<file path="src/rtl/uart_packet_decoder_pkg.sv">
// Shared definitions for the host-link packet decoder: FSM states, sync word bytes, error codes.
package uart_packet_decoder_pkg;

  typedef enum logic [2:0] {
    ST_SYNC,
    ST_LEN,
    ST_CMD,
    ST_ADDR,
    ST_HDR,
    ST_PAYLOAD,
    ST_CSUM,
    ST_DRAIN
  } state_t;

  localparam logic [7:0] SYNC_B0 = 8'hDE;
  localparam logic [7:0] SYNC_B1 = 8'hAD;
  localparam logic [7:0] SYNC_B2 = 8'hBE;
  localparam logic [7:0] SYNC_B3 = 8'hEF;

  localparam logic [1:0] ERR_TIMEOUT  = 2'b00;
  localparam logic [1:0] ERR_OVERFLOW = 2'b01;
  localparam logic [1:0] ERR_CHECKSUM = 2'b10;

  function automatic logic [7:0] sync_byte(input logic [1:0] idx);
    case (idx)
      2'd0:    return SYNC_B0;
      2'd1:    return SYNC_B1;
      2'd2:    return SYNC_B2;
      default: return SYNC_B3;
    endcase
  endfunction

endpackage

</file>
<file path="src/rtl/uart_packet_decoder_byte_fifo.sv">
// First-word fall-through payload FIFO, 9-bit entries {last, data}; push and pop may
// coincide even when full, and a push into a full FIFO without a pop is dropped.
module byte_fifo #(
  parameter int unsigned DEPTH = 16
) (
  input  logic       clk,
  input  logic       reset_n,
  input  logic       push,
  input  logic       pop,
  input  logic       flush,
  input  logic [8:0] wdata,
  output logic [8:0] rdata,
  output logic       full,
  output logic       empty
);
  localparam int unsigned AW = $clog2(DEPTH);

  logic [8:0]  mem [DEPTH];
  logic [AW:0] wr_ptr;
  logic [AW:0] rd_ptr;
  logic        do_push;
  logic        do_pop;

  assign empty   = (wr_ptr == rd_ptr);
  assign full    = (wr_ptr[AW] != rd_ptr[AW]) && (wr_ptr[AW-1:0] == rd_ptr[AW-1:0]);
  assign rdata   = mem[rd_ptr[AW-1:0]];
  assign do_push = push && (!full || pop);
  assign do_pop  = pop && !empty;

  always_ff @(posedge clk or negedge reset_n) begin
    if (!reset_n) begin
      wr_ptr <= '0;
      rd_ptr <= '0;
    end else if (flush) begin
      wr_ptr <= '0;
      rd_ptr <= '0;
    end else begin
      if (do_push) wr_ptr <= wr_ptr + (AW+1)'(1);
      if (do_pop)  rd_ptr <= rd_ptr + (AW+1)'(1);
    end
  end

  always_ff @(posedge clk) begin
    if (do_push && !flush) mem[wr_ptr[AW-1:0]] <= wdata;
  end

endmodule

</file>
<file path="src/rtl/uart_packet_decoder.sv">
// Host-link packet decoder: sync hunt, header capture, payload FIFO streaming.
// Optional trailing checksum byte enabled by defining PKT_CHECKSUM_EN.
module uart_packet_decoder
  import uart_packet_decoder_pkg::*;
#(
  parameter int unsigned FIFO_DEPTH     = 16,
  parameter int unsigned TIMEOUT_CYCLES = 500000
) (
  input  logic        clk,
  input  logic        reset_n,
  input  logic [7:0]  rx_data,
  input  logic        rx_ready,
  output logic        hdr_valid,
  output logic [7:0]  cmd,
  output logic [31:0] addr,
  output logic [15:0] len,
  output logic [7:0]  pl_data,
  output logic        pl_valid,
  output logic        pl_last,
  input  logic        pl_ready,
  output logic        busy,
  output logic        err,
  output logic [1:0]  err_code
);

  state_t      state;
  logic [1:0]  sync_idx;
  logic [1:0]  byte_idx;
  logic [15:0] len_sh;
  logic [7:0]  cmd_sh;
  logic [23:0] addr_sh;
  logic [15:0] rem;
  logic [31:0] idle_cnt;

  logic        push;
  logic        pop;
  logic        flush;
  logic        overflow;
  logic        csum_bad;
  logic        counting;
  logic        timeout_hit;
  logic        fifo_full;
  logic        fifo_empty;
  logic [8:0]  fifo_head;

  byte_fifo #(.DEPTH(FIFO_DEPTH)) u_fifo (
    .clk     (clk),
    .reset_n (reset_n),
    .push    (push),
    .pop     (pop),
    .flush   (flush),
    .wdata   ({rem == 16'd1, rx_data}),
    .rdata   (fifo_head),
    .full    (fifo_full),
    .empty   (fifo_empty)
  );

`ifdef PKT_CHECKSUM_EN
  logic [7:0] csum;

  always_ff @(posedge clk or negedge reset_n) begin
    if (!reset_n) begin
      csum <= '0;
    end else if (state == ST_SYNC) begin
      csum <= '0;
    end else if (rx_ready && (state inside {ST_LEN, ST_CMD, ST_ADDR, ST_PAYLOAD})) begin
      csum <= csum + rx_data;
    end
  end

  // Payload stays hidden until its checksum has been accepted (DRAIN) or the packet is gone (SYNC).
  assign pl_valid = !fifo_empty && (state == ST_SYNC || state == ST_DRAIN);
  assign csum_bad = (state == ST_CSUM) && rx_ready && (rx_data != csum);
`else
  assign pl_valid = !fifo_empty;
  assign csum_bad = 1'b0;
`endif

  assign pl_data     = fifo_empty ? '0 : fifo_head[7:0];
  assign pl_last     = pl_valid && fifo_head[8];
  assign busy        = (state != ST_SYNC);
  assign pop         = pl_valid && pl_ready;
  assign push        = (state == ST_PAYLOAD) && rx_ready;
  assign overflow    = push && fifo_full && !pop;
  assign flush       = overflow || csum_bad;
  assign counting    = state inside {ST_LEN, ST_CMD, ST_ADDR, ST_PAYLOAD, ST_CSUM};
  assign timeout_hit = counting && !rx_ready && (idle_cnt == 32'(TIMEOUT_CYCLES - 1));

  always_ff @(posedge clk or negedge reset_n) begin
    if (!reset_n) begin
      state     <= ST_SYNC;
      sync_idx  <= '0;
      byte_idx  <= '0;
      len_sh    <= '0;
      cmd_sh    <= '0;
      addr_sh   <= '0;
      rem       <= '0;
      idle_cnt  <= '0;
      hdr_valid <= 1'b0;
      cmd       <= '0;
      addr      <= '0;
      len       <= '0;
      err       <= 1'b0;
      err_code  <= '0;
    end else begin
      hdr_valid <= 1'b0;
      err       <= 1'b0;

      if (rx_ready || !counting) idle_cnt <= '0;
      else                       idle_cnt <= idle_cnt + 32'd1;

      if (timeout_hit) begin
        err      <= 1'b1;
        err_code <= ERR_TIMEOUT;
        state    <= ST_SYNC;
        sync_idx <= '0;
      end else if (flush) begin
        err      <= 1'b1;
        err_code <= overflow ? ERR_OVERFLOW : ERR_CHECKSUM;
        state    <= ST_SYNC;
        sync_idx <= '0;
      end else begin
        case (state)
          ST_SYNC: begin
            if (rx_ready) begin
              if (rx_data == sync_byte(sync_idx)) begin
                if (sync_idx == 2'd3) begin
                  state    <= ST_LEN;
                  sync_idx <= '0;
                  byte_idx <= '0;
                end else begin
                  sync_idx <= sync_idx + 2'd1;
                end
              end else begin
                sync_idx <= (rx_data == SYNC_B0) ? 2'd1 : 2'd0;
              end
            end
          end
          ST_LEN: begin
            if (rx_ready) begin
              len_sh <= {rx_data, len_sh[15:8]};
              if (byte_idx == 2'd1) begin
                byte_idx <= '0;
                state    <= ST_CMD;
              end else begin
                byte_idx <= byte_idx + 2'd1;
              end
            end
          end
          ST_CMD: begin
            if (rx_ready) begin
              cmd_sh <= rx_data;
              state  <= ST_ADDR;
            end
          end
          ST_ADDR: begin
            if (rx_ready) begin
              addr_sh <= {rx_data, addr_sh[23:8]};
              if (byte_idx == 2'd3) begin
                byte_idx  <= '0;
                state     <= ST_HDR;
                hdr_valid <= 1'b1;
                cmd       <= cmd_sh;
                len       <= len_sh;
                addr      <= {rx_data, addr_sh};
              end else begin
                byte_idx <= byte_idx + 2'd1;
              end
            end
          end
          ST_HDR: begin
            rem <= len;
            if (len != 16'd0) state <= ST_PAYLOAD;
`ifdef PKT_CHECKSUM_EN
            else              state <= ST_CSUM;
`else
            else              state <= ST_SYNC;
`endif
          end
          ST_PAYLOAD: begin
            if (rx_ready) begin
              rem <= rem - 16'd1;
`ifdef PKT_CHECKSUM_EN
              if (rem == 16'd1) state <= ST_CSUM;
`else
              if (rem == 16'd1) state <= ST_DRAIN;
`endif
            end
          end
`ifdef PKT_CHECKSUM_EN
          ST_CSUM: begin
            if (rx_ready) state <= ST_DRAIN;
          end
`endif
          ST_DRAIN: begin
            if (fifo_empty) state <= ST_SYNC;
          end
          default: state <= ST_SYNC;
        endcase
      end
    end
  end

endmodule

</file>
<file path="config.mk">
export PLATFORM = sky130hd
export DESIGN_NAME = uart_packet_decoder
export DESIGN_NICKNAME = d
export VERILOG_FILES = /design/src/rtl/uart_packet_decoder_pkg.sv /design/src/rtl/uart_packet_decoder_byte_fifo.sv /design/src/rtl/uart_packet_decoder.sv
export SDC_FILE = /design/constraint.sdc
export NUM_CORES = 1
export LEC_CHECK = 0
export CAP_MARGIN = 5
export CORE_UTILIZATION = 40
export DETAILED_ROUTE_END_ITERATION = 7
export PLACE_DENSITY_LB_ADDON = 0.1
export SYNTH_ARGS = -nofsm -noshare
export SYNTH_HDL_FRONTEND = slang
export SYNTH_SLANG_ARGS = --single-unit
</file>
<file path="constraint.sdc">
create_clock -name clk -period 2.6 [get_ports clk]
set_input_delay 0.26 -clock clk [delete_from_list [all_inputs] [get_ports clk]]
set_output_delay 0.26 -clock clk [all_outputs]
set_load 0.03 [all_outputs]
</file>
== Word level (Yosys, flattened, before mapping) ==
Memory sizes are Yosys's and may differ from the RTL's.
Cells that the tools add are included.

* Bitwise operators: 2
* Shifts and indexed selects: 0
* Reduce and logical (&&, ||, !) cells: 39
* Equal/unequal tests: 36
* Muxes and demuxes: 54
* $lt $le $gt $ge: 0
* Div/mod/pow operators: 0
* Add/sub/neg operators: 6
* Multiply operators: 0

{| class="wikitable"
|+ Operators by type and width
! cell !! count
|-
| 3-bit two-way mux || 14
|-
| 8-bit two-way mux || 5
|-
| 32-bit by 1-bit adder with 32-bit output, second input constant || 1
|-
| 32-bit by 19-bit == test with 1-bit output, second input constant || 1
|-
| 32-bit two-way mux || 1
|-
| 4-bit by 3-bit != test with 1-bit output, second input constant || 8
|-
| 16-bit case mux with 2 select lines || 1
|-
| 2-bit two-way mux || 15
|-
| 3-bit case mux with 7 select lines || 1
|-
| 7-bit case mux with 3 select lines || 1
|-
| 5-bit two-way mux || 4
|-
| 16-bit by 1-bit == test with 1-bit output, second input constant || 1
|-
| 16-bit two-way mux || 1
|-
| 4-bit AND reduction || 4
|-
| 16-bit nonzero test || 1
|-
| 16-bit by 1-bit subtractor with 16-bit output, second input constant || 1
|-
| 3-bit == test, second input constant || 4
|-
| 2-bit != test, second input constant || 6
|-
| 4-bit by 2-bit != test with 1-bit output, second input constant || 3
|-
| 3-bit nonzero test || 4
|-
| 1-bit logical AND || 11
|-
| 11-bit AND reduction || 1
|-
| 5-bit by 1-bit adder with 5-bit output, second input constant || 2
|-
| 1-bit two-way mux || 10
|-
| other kinds (21) || 36
|}

* Latch bits: 0
* Logic and storage cells: 154
* ROM bits: 0
* Output and inout bits: 71
* Input bits: 12
* RAM bits: 144
* Flip-flop bits (word level): 173
* Memories: 1

{| class="wikitable"
|+ Memories
! memory !! words !! width !! read ports !! clocked after Yosys merged registers in !! wr ports !! RTL line !! text
|-
| u_fifo.mem || 16 || 9 || 1 || 0 || 1 || uart_packet_decoder_byte_fifo.sv:18 || <nowiki>logic [8:0] mem [DEPTH];</nowiki>
|}

== Logic depth before layout (Yosys ltp) ==
* Depth after elaboration: 13
* Depth in mapped cells: 10
* Mapped depth without buffers: 8

== Hierarchy ==
A second synthesis with hierarchy kept.

* Cells, all modules: 1038
* Area, all modules: 13639.3 um^2

{| class="wikitable"
|+ Modules (own cells, without submodules)
! module !! sequential area each (um^2) !! instances !! cells an instance !! area an instance (um^2)
|-
| uart_packet_decoder || 4053.9 || 1 || 751 || 7437.1
|-
| byte_fifo || 4574.4 || 1 || 287 || 6202.2
|}

== Worst setup path before layout ==
OpenSTA, ideal clock, no wires.

* Kind: register to output
* From: register u_fifo.rd_ptr[0]
* To: output pl_data[7]
* Stages on the path, launching flop included: 6
* Arrival: 2.191 ns
* Path slack: 0.149 ns
* Data required time: 2.340 ns
* Cells stage by stage: dfrtp_1 -> buf_2 -> buf_2 -> mux4_2 -> mux4_2 -> nor2b_1

* Word-level cells in the longest chain between the ends: 2
* Elaborated cells between the ends (all ways): 3

{| class="wikitable"
|+ RTL lines
! item !! RTL line !! text
|-
| start: declaration || uart_packet_decoder_byte_fifo.sv:20 || <nowiki>logic [AW:0] rd_ptr;</nowiki>
|-
| start signal: assignment || uart_packet_decoder_byte_fifo.sv:39 || <nowiki>if (do_pop) rd_ptr <= rd_ptr + (AW+1)'(1);</nowiki>
|-
| memory read 16 x 9 bit or 5-bit == test (tied branches) || n/a ||
|-
| 8-bit two-way mux (*) || uart_packet_decoder.sv:79 || <nowiki>assign pl_data = fifo_empty ? '0 : fifo_head[7:0];</nowiki>
|-
| end: declaration || uart_packet_decoder.sv:17 || <nowiki>output logic [7:0] pl_data,</nowiki>
|}

Every way passes the cells marked *; elsewhere a longest branch is shown, timed or not.

== Worst setup path after layout ==
* From: register u_fifo.rd_ptr[0]
* To: output pl_data[2]

The elaborated chain is that of the path after synthesis.

==> results.toml <==
[detailed_routing]
via_count = 8749
ant_nets = 0
drc = 0
first_iter_violations = 588
avgViaCountPerCell = 5.226
dr.pass1.iters = 4
routed_wl_mm = 35.60
wl_per_cell_um = 21.27

[timing]
setup_viol = 9
hold_viol_final = 0
period_share_pct = 112.2
fmax_mhz = 342.8
min_period_ps = 2917
fin_skew_ps = 12.47
rsz0062_at_grt = "yes"
fin_ws_ps = -317.2
relSlewSlack_pct = 58.70
worstMarginPinSlew_ps = 616.2
slew_viol_final = 0

[clocking]
cts_tree = "done"
cts_max_level = 2
cts_root_buf = "clkbuf_16"
clkTransAtPathRegs_ps = 60
cts.path.max_buffers = 3
clock-sinks = 316
clk_latency_ps = 530
cts_made_buffers = 37

[pwr]
powerDensity_nw_per_um2 = 1070
ir_drop_uv = 776.6
p_leak_nw = 6.987
power_w = 0.01810

[finish]
antenna_cells = 0
synthToLayoutAreaGrowth_pct = 26.02
fin_nets = 1232
n_fill_cell = 2858
stdcell_count = 1674
drive_above_1_share_pct = 23.78

[setup_path]
critical_path_class = "reg2out"
timing.reg2reg.setup_slack_ps = 170
r2r-end = "state[2]"
worst_ep_arrival_time_ps = 2660
crit_path_end_kind = "primary output"
crit_fanout = 6
r2r-start = "sync_idx[1]"
ff2ff_path_depth = 9
start_kind = "flop"
worst_ep_required_time_ps = 2340

[placement]
place_inst = 1588
place.gp.congestion = 0.8460
dp_hpwl_mm = 22.48
io_buffers = 81

[synthesis]
async_reset_ff_share_pct = 54.43
yosysSeqAreaShare_pct = 64.27
synth_ff_type = "dfrtp_1"
syn_inst = 1015
synth.distinct_cells = 57
synth_warnings = 0
ys_ff_latch = 316
synth_common_cells = "nand2_1 (204), dfrtp_1 (172), edfxtp_1 (144)"
synthesis.area_um2 = 13430
yosysMostFrequentCell = "nand2_1"
synth_top_area_share_pct = 32.21
synth_largest_area_cell = "edfxtp_1"
synth.area.top_cells = "edfxtp_1 (32%), dfrtp_1 (32%), mux4_2 (7.5%), nand2_1 (5.7%), mux2_2 (4.2%)"
synth_edf_count = 144
synth_area_per_cell_um2 = 13.23
synth_nets = 1044

[floorplan]
io_pins = 83
initial_utilization_pct = 40.95
die_w_um = 185.2
core_um2 = 32780
rows = 66
die_area_um2 = 34300
die_y_um = 185.2

[run_status]
run_status = "complete, but fails checks"
failed_checks = "setup timing"

[global_routing]
grt_max_degree = 52
overflow = 0
grt_pass1_wl_mm = 53.89
grt_usage_pct = 21.32
grt_pass1_vias = 8782
antenna_found_initial = 1

[flow_run]
max_cap_violations = 0

[hold_path]
hp-class = "in2async"
## through the flow
stage | instance area (um^2) | hold WS [ps] | worst slack [ps] | utilization [%] | setup TNS (ps)
after CTS | 16740 | 269.6 | -323.9 | 51.05 | -2323
final | 16920 | 271.9 | -317.2 | 51.61 | -2279
after global placement | 15380 | 262.2 | -78.10 | 46.90 | -9232
after global routing | 16920 | 315.8 | -366.4 | 51.61 | -2975
after floorplan | 13430 | -35.59 | 149.1 | - | 0
after detailed placement | 15380 | 257.3 | -92.64 | 46.90 | -9332
## state kept, by name, summed over array words and instances, names as in the netlist
signal / cells
len: 16
hdr_valid: 1
u_fifo.wr_ptr: 5
rem: 16
idle_cnt: 32
byte_idx: 2
err: 1
sync_idx: 2
u_fifo.mem: 144
u_fifo.rd_ptr: 5
cmd_sh: 8
err_code: 1
addr: 32
state: 3
cmd: 8
addr_sh: 24
len_sh: 16
## worst max-delay path: stages (launching register included)
cell,delay [ps]
dfrtp_2,450
buf_12,130
buf_12,110
buf_4,120
mux4_2,570
mux4_2,460
nor2b_1,140
buf_4,160
## placed cells by master, fill, tap and decap left out, types with 5 or more instances in the layout
cell / n
clkbuf_8: 6
nor2b_1: 12
clkbuf_1: 7
and3_1: 23
xor2_1: 27
nor3_1: 14
o21ai_0: 31
nor4_1: 11
nand4_1: 17
buf_6: 8
a22oi_1: 5
a21oi_1: 17
mux2_2: 50
buf_4: 98
nand3_1: 17
clkdlybuf4s50_1: 70
clkbuf_16: 41
edfxtp_1: 144
ha_1: 17
clkinv_2: 5
nor2_1: 62
nand2_1: 204
dfrtp_1: 170
inv_1: 16
xnor2_1: 10
buf_12: 9
or3_1: 6
mux4_2: 45
## logic make-up (layout without fill, tap and decap cells)
group | count (synthesis) | count (layout) | share of synthesized area [%]
other cells | 1 | 1 | 0.02793
xor+xnor | 37 | 37 | 2.414
compound gates | 87 | 87 | 4.063
flops | 316 | 316 | 64.27
buf+inv | 62 | 277 | 1.957
mux | 98 | 98 | 11.97
simple gates | 397 | 399 | 13.72
fa+ha+maj | 17 | 17 | 1.584
## area by class of cell
cell class                      count  area (um^2)  share of cell area, %
Multi-Input combinational cell    639         4601                  27.19
Timing Repair Buffer              192         1828                  10.80
Sequential cell                   316         8631                  51.01
Clock inverter                     15        132.6                 0.7839
Tap cell                          442        553.0                  3.269
Clock buffer                       53         1110                  6.560
Inverter                           17        63.81                 0.3772
## report_power, final
part	leakage (nW)	total [W]	internal (W)	switching, W
logic	2.79	0.00627	0.00302	0.00326
clock network	0.607	0.00523	0.00318	0.00206
registers	3.59	0.00660	0.00599	0.000607
total	6.99	0.0181	0.0122	0.00592
## timing repair
item	CTS	global route
setup endpoints to repair	10	165
pin swaps	1	3
hold buffers	1	0
endpoints found under the hold margin	47	0
gates cloned	2	3
resized for setup	45	23
setup buffers	3	9
## metal layers
layer  up-vias  share of wire (%)  global-route usage [%]
met5         -              0.039                       0
li1       4058                  -                       -
met4         2                2.3                   6.479
met2       226                 48                   33.62
met1      4409                 45                   30.04
met3        54                5.6                   3.795
## worst max path at each step
stage                     start                 to  slack (ps)  cells after the start
3_3_place_gp           pl_ready   u_fifo.mem[0][3]         -80                      8
3_5_place_dp           rx_ready  u_fifo.mem[13][5]         -90                      8
6_report       u_fifo.rd_ptr[0]         pl_data[2]        -320                      7
4_1_cts        u_fifo.rd_ptr[0]         pl_data[1]        -320                      7
5_1_grt        u_fifo.rd_ptr[0]         pl_data[2]        -370                      7
2_1_floorplan  u_fifo.rd_ptr[0]         pl_data[7]         150                      5
(Power assumes the default switching activity.)
